==> config.mk <==
export PLATFORM = sky130hd
export DESIGN_NAME = exu_redirect_ctrl
export DESIGN_NICKNAME = d
export VERILOG_FILES = /design/src/rtl/exu_redirect_ctrl.sv
export SDC_FILE = /design/constraint.sdc
export NUM_CORES = 1
export LEC_CHECK = 0
export BUFFER_PORTS_ARGS = -buffer_cell sky130_fd_sc_hd__buf_4
export CORE_UTILIZATION = 46
export CTS_BUF_LIST = sky130_fd_sc_hd__clkbuf_2 sky130_fd_sc_hd__clkbuf_4 sky130_fd_sc_hd__clkbuf_8
export DETAILED_ROUTE_END_ITERATION = 8
export GPL_ROUTABILITY_DRIVEN = 0
export GPL_TIMING_DRIVEN = 1
export PLACE_DENSITY = 0.81
export SYNTH_ARGS = -nofsm -noshare
export SYNTH_HDL_FRONTEND = slang
export SYNTH_SLANG_ARGS = --single-unit
==> constraint.sdc <==
create_clock -name clk -period 2.12 [get_ports clk]
set_input_delay 0.212 -clock clk [delete_from_list [all_inputs] [get_ports clk]]
set_output_delay 0.212 -clock clk [all_outputs]
set_load 0.1 [all_outputs]
==> src/rtl/exu_redirect_ctrl.sv <==
// Execute-stage redirect sequencer: arbitrates int/exc/bru redirect requests,
// hands the winning target to the IFU, then drives a fixed-length pipeline flush.
module exu_redirect_ctrl #(
  parameter int ADDR_W       = 32,
  parameter int FLUSH_CYCLES = 2
) (
  input  logic              clk,
  input  logic              rst_n,
  input  logic              int_req_i,
  input  logic [ADDR_W-1:0] int_addr_i,
  input  logic              exc_req_i,
  input  logic [ADDR_W-1:0] exc_addr_i,
  input  logic              bru_req_i,
  input  logic [ADDR_W-1:0] bru_addr_i,
  output logic              int_ack_o,
  output logic              exc_ack_o,
  output logic              bru_ack_o,
  output logic              redir_valid_o,
  output logic [ADDR_W-1:0] redir_addr_o,
  output logic [1:0]        redir_src_o,
  input  logic              ifu_ready_i,
  output logic              flush_o,
  output logic              hold_o
);

  typedef enum logic [1:0] {
    S_IDLE  = 2'd0,
    S_REDIR = 2'd1,
    S_FLUSH = 2'd2
  } state_t;

  localparam logic [1:0] SRC_NONE = 2'd0;
  localparam logic [1:0] SRC_BRU  = 2'd1;
  localparam logic [1:0] SRC_EXC  = 2'd2;
  localparam logic [1:0] SRC_INT  = 2'd3;
  localparam logic [3:0] FLUSH_LAST = 4'(FLUSH_CYCLES - 1);

  state_t            state_q, state_d;
  logic [3:0]        cnt_q, cnt_d;
  logic [ADDR_W-1:0] addr_q, addr_d;
  logic [1:0]        src_q, src_d;

  always_comb begin
    state_d   = state_q;
    cnt_d     = cnt_q;
    addr_d    = addr_q;
    src_d     = src_q;
    int_ack_o = 1'b0;
    exc_ack_o = 1'b0;
    bru_ack_o = 1'b0;

    case (state_q)
      S_IDLE: begin
        // Fixed priority int > exc > bru; losers keep their request asserted.
        if (int_req_i) begin
          int_ack_o = 1'b1;
          addr_d    = {int_addr_i[ADDR_W-1:1], 1'b0};
          src_d     = SRC_INT;
          state_d   = S_REDIR;
        end else if (exc_req_i) begin
          exc_ack_o = 1'b1;
          addr_d    = {exc_addr_i[ADDR_W-1:1], 1'b0};
          src_d     = SRC_EXC;
          state_d   = S_REDIR;
        end else if (bru_req_i) begin
          bru_ack_o = 1'b1;
          addr_d    = {bru_addr_i[ADDR_W-1:1], 1'b0};
          src_d     = SRC_BRU;
          state_d   = S_REDIR;
        end
      end
      S_REDIR: begin
        if (ifu_ready_i) begin
          state_d = S_FLUSH;
          cnt_d   = FLUSH_LAST;
        end
      end
      S_FLUSH: begin
        if (cnt_q == 4'd0) begin
          state_d = S_IDLE;
          src_d   = SRC_NONE;
        end else begin
          cnt_d = cnt_q - 4'd1;
        end
      end
      default: begin
        state_d = S_IDLE;
        cnt_d   = 4'd0;
        src_d   = SRC_NONE;
      end
    endcase
  end

  always_ff @(posedge clk) begin
    if (!rst_n) begin
      state_q <= S_IDLE;
      cnt_q   <= 4'd0;
      addr_q  <= '0;
      src_q   <= SRC_NONE;
    end else begin
      state_q <= state_d;
      cnt_q   <= cnt_d;
      addr_q  <= addr_d;
      src_q   <= src_d;
    end
  end

  // Target and source are only presented while a redirect is actually pending.
  assign redir_valid_o = (state_q == S_REDIR);
  assign redir_addr_o  = redir_valid_o ? addr_q : '0;
  assign redir_src_o   = redir_valid_o ? src_q : SRC_NONE;
  assign flush_o       = (state_q == S_FLUSH);
  assign hold_o        = (state_q != S_IDLE) | int_req_i | exc_req_i | bru_req_i;

endmodule

==> flow_metrics.tcl <==
set metrics [dict create \
    ys_seq_elements 39 \
    synth_nets 415 \
    yosysMostFrequentCell "dfxtp_1" \
    setup_viol 0 \
    setup_ws_ns 0.127 \
    finalHoldViolations 0 \
    p_seq_share_pct 32.0 \
    slew_headroom_pct 46.9 \
    path_clk_slew_ns 0.08 \
    finalClockSkew_ns 0.00526 \
    fin_cells 506 \
    met2_usage_pct 42.6 \
    layout.nets 542 \
    grt_pass1_wl_mm 9.45 \
    required_ns 1.91 \
    cp_common_cell "buf_4" \
    cp-start-kind "register" \
    n_fill_cell 452 \
    reg2reg_from "state_q[1]" \
    drt_pass1_iterations 4 \
    yosys_warnings 0 \
    crit_buf_inv 3 \
    critical_path_arrival_ns 1.78 \
    wirelength_mm 6.39 \
    ff_latch_area_sq_um 781 \
    synth_commonest_cells "dfxtp_1, nand2_1, nor2_1" \
    p_total_w 0.00269 \
    clock-sinks 39 \
    die_w_um 75.8 \
    ios 142 \
    async_flop_share_pct 0 \
    clockPowerShare_pct 27.2 \
    yosys.area.top_type_share_pct 31.2 \
    drt_iter0_drc 48 \
    status "finished clean" \
    p_sw_w 0.00102 \
    use_met1_pct 21.4 \
    n_antenna_cell 0 \
    crit_path_end_kind "output pin" \
    multiInputGateArea_sq_um 1620 \
    post_cts_buffers 0 \
    drv_slew 0 \
    grt_pass1_vias 2266 \
    crit_family "buffers and inverters" \
    grt-ovfl-total 0 \
    insertion_delay_ns 0.28 \
    die_h_um 75.8 \
    viasPerCell 4.95 \
    reg2reg_slack_ns 0.33 \
    area_delta_synth_final_pct 48.5 \
    clk_path_buf_depth 2 \
    grt_usage_pct 21.3 \
    wl_per_cell_um 12.6 \
    gr-max-usage-layer "met2" \
    h-tree-depth 2 \
    cts_resized 0 \
    antenna_found_initial 0 \
    yosysSeqAreaShare_pct 31.2 \
    core.rowCount 26 \
    portBuffers 137 \
    worstMarginPinSlew_ns 0.795 \
    rsz0062_at_grt "false" \
    dpl.hpwl_mm 4.94 \
    hold_ws_ns 0.186 \
    internal_power_w 0.00167 \
    num_vias 2503 \
    power_frac_comb_pct 40.9 \
    syn_area_sq_um 2500 \
    worst-r2r-cell-count 6 \
    drc 0 \
    cts_tree "yes" \
    critPathMaxFanout 21 \
    leakage_nw 1.79 \
    drv_cap 0 \
    yosysTopAreaCell "dfxtp_1" \
    synth_edf_count 0 \
    switching_share_pct 37.9 \
    start_util_pct 48.4 \
    cpPeakStageDelay_ns 0.40 \
    fin_crit_ns 1.99 \
    place_inst 498 \
    hold_buffers 0 \
    hold_start "int_addr_i[3]" \
    max_freq_mhz 502 \
    min_to "addr_q[3]" \
    netlist_top_cells_area "dfxtp_1, mux2i_1, o21ai_2" \
    gr-usage-met3_pct 5.95 \
    clockRootBuffer "clkbuf_8" \
    die_area_sq_um 5740 \
    dp_slack_ns 0.270 \
    ys_types 34 \
    crit_chain "inv_1 > ha_2 > buf_4 > and2_2 > buf_4" \
    synth_ff_type "dfxtp_1" \
    peakVddDrop_mv 0.544 \
    power_density_nw_per_um2 722 \
    criticalPathCategory "reg -> out" \
    cp_slowest_cell "ha_2" \
    syn_inst 308 \
    core-area_sq_um 5170 \
    grt_max_degree 49 \
    timing.rr.end "cnt_q[3]" \
    drive_above_1_share_pct 51.1 \
    ant_nets 0 \
    cts_made_buffers 5 \
    synth_area_per_cell_sq_um 8.13 \
    hold_depth 3 \
    fin_crit_sh_pct 94.0 \
    worstHoldPathType "in -> reg" \
]
[cells in the final DEF, fill, tap and decap left out, drive strengths merged, types with 3 or more instances in the layout]
cell    netlist  layout
a21oi        35      35
inv           6       6
nor2         37      37
buf          15     143
mux2i        35      35
nand2        38      38
dfxtp        39      39
and2         35      35
ha            5       5
nor3          4       4
clkbuf        8       5
nand3         3       3
o21ai        32      32
[cell families (layout without fill, tap and decap cells)]
group	Yosys count	count (layout)	share of synthesized area [%]
buffers and inverters	29	157	6.39
adders and majority gates	5	5	2.50
DFF	39	39	31.2
and+or+nand+nor	125	125	24.1
other	1	1	0.150
muxes	35	35	14.0
AOI/OAI and AO/OA	74	74	21.7
[stage by stage]
step / area, sq um / TNS, ns / utilization [%]
5_1_grt: 3720 / 0 / 71.9
6_report: 3720 / 0 / 71.9
3_3_place_gp: 3580 / 0 / 69.2
4_1_cts: 3720 / 0 / 71.9
3_5_place_dp: 3580 / 0 / 69.2
2_1_floorplan: 2550 / -0.189 / -
[worst register-to-register path: cells and delay by family, from the launching register on]
kind	cells	cell delay [ns]
and+or+nand+nor	1	0.20
buffers and inverters	1	0.09
adders and majority gates	1	0.30
DFF	1	0.38
AOI/OAI and AO/OA	3	0.73
[how the worst max path moves through the flow]
stage          startpoint               end  slack (ns)  cells past startpoint
2_1_floorplan  state_q[0]         bru_ack_o       -0.19                      5
3_3_place_gp   state_q[0]        addr_q[17]        0.28                      5
3_5_place_dp   state_q[0]        addr_q[23]        0.27                      5
4_1_cts        state_q[0]         bru_ack_o        0.06                      5
5_1_grt        state_q[1]  redir_addr_o[24]        0.05                      5
6_report       state_q[1]  redir_addr_o[24]        0.13                      5
[metal layers]
layer  share of wire (%)  up-vias  wire length (um)
met2                  51       95              3250
met3                 9.6        5               611
met4                0.74        0                47
met1                  39     1108              2480
li1                    -     1295                 -
met5                   0        -                 0
[area by class of cell]
| cell class | instances | area share, % |
|---|---|---|
| well taps | 70 | 2.35 |
| flip-flops and latches | 39 | 21.0 |
| repair buffers | 143 | 28.9 |
| clock inverters | 3 | 1.82 |
| inverters | 6 | 0.605 |
| clock buffers | 5 | 1.85 |
| multi-input cells | 240 | 43.5 |
[state kept, by name, summed over array words and instances, names as in the netlist]
register / count
cnt_q: 4
src_q: 2
addr_q: 31
state_q: 2
[power groups by stage]
stage	Sequential [W]	Clock [W]	Combinational (W)
floorplan	0.000866	0	0.000825
global placement	0.000871	0	0.00109
detailed placement	0.000876	0	0.00110
CTS	0.000858	0.000745	0.00110
global route	0.000871	0.000780	0.00117
finish	0.000858	0.000729	0.00110
(Power assumes the default switching activity.)
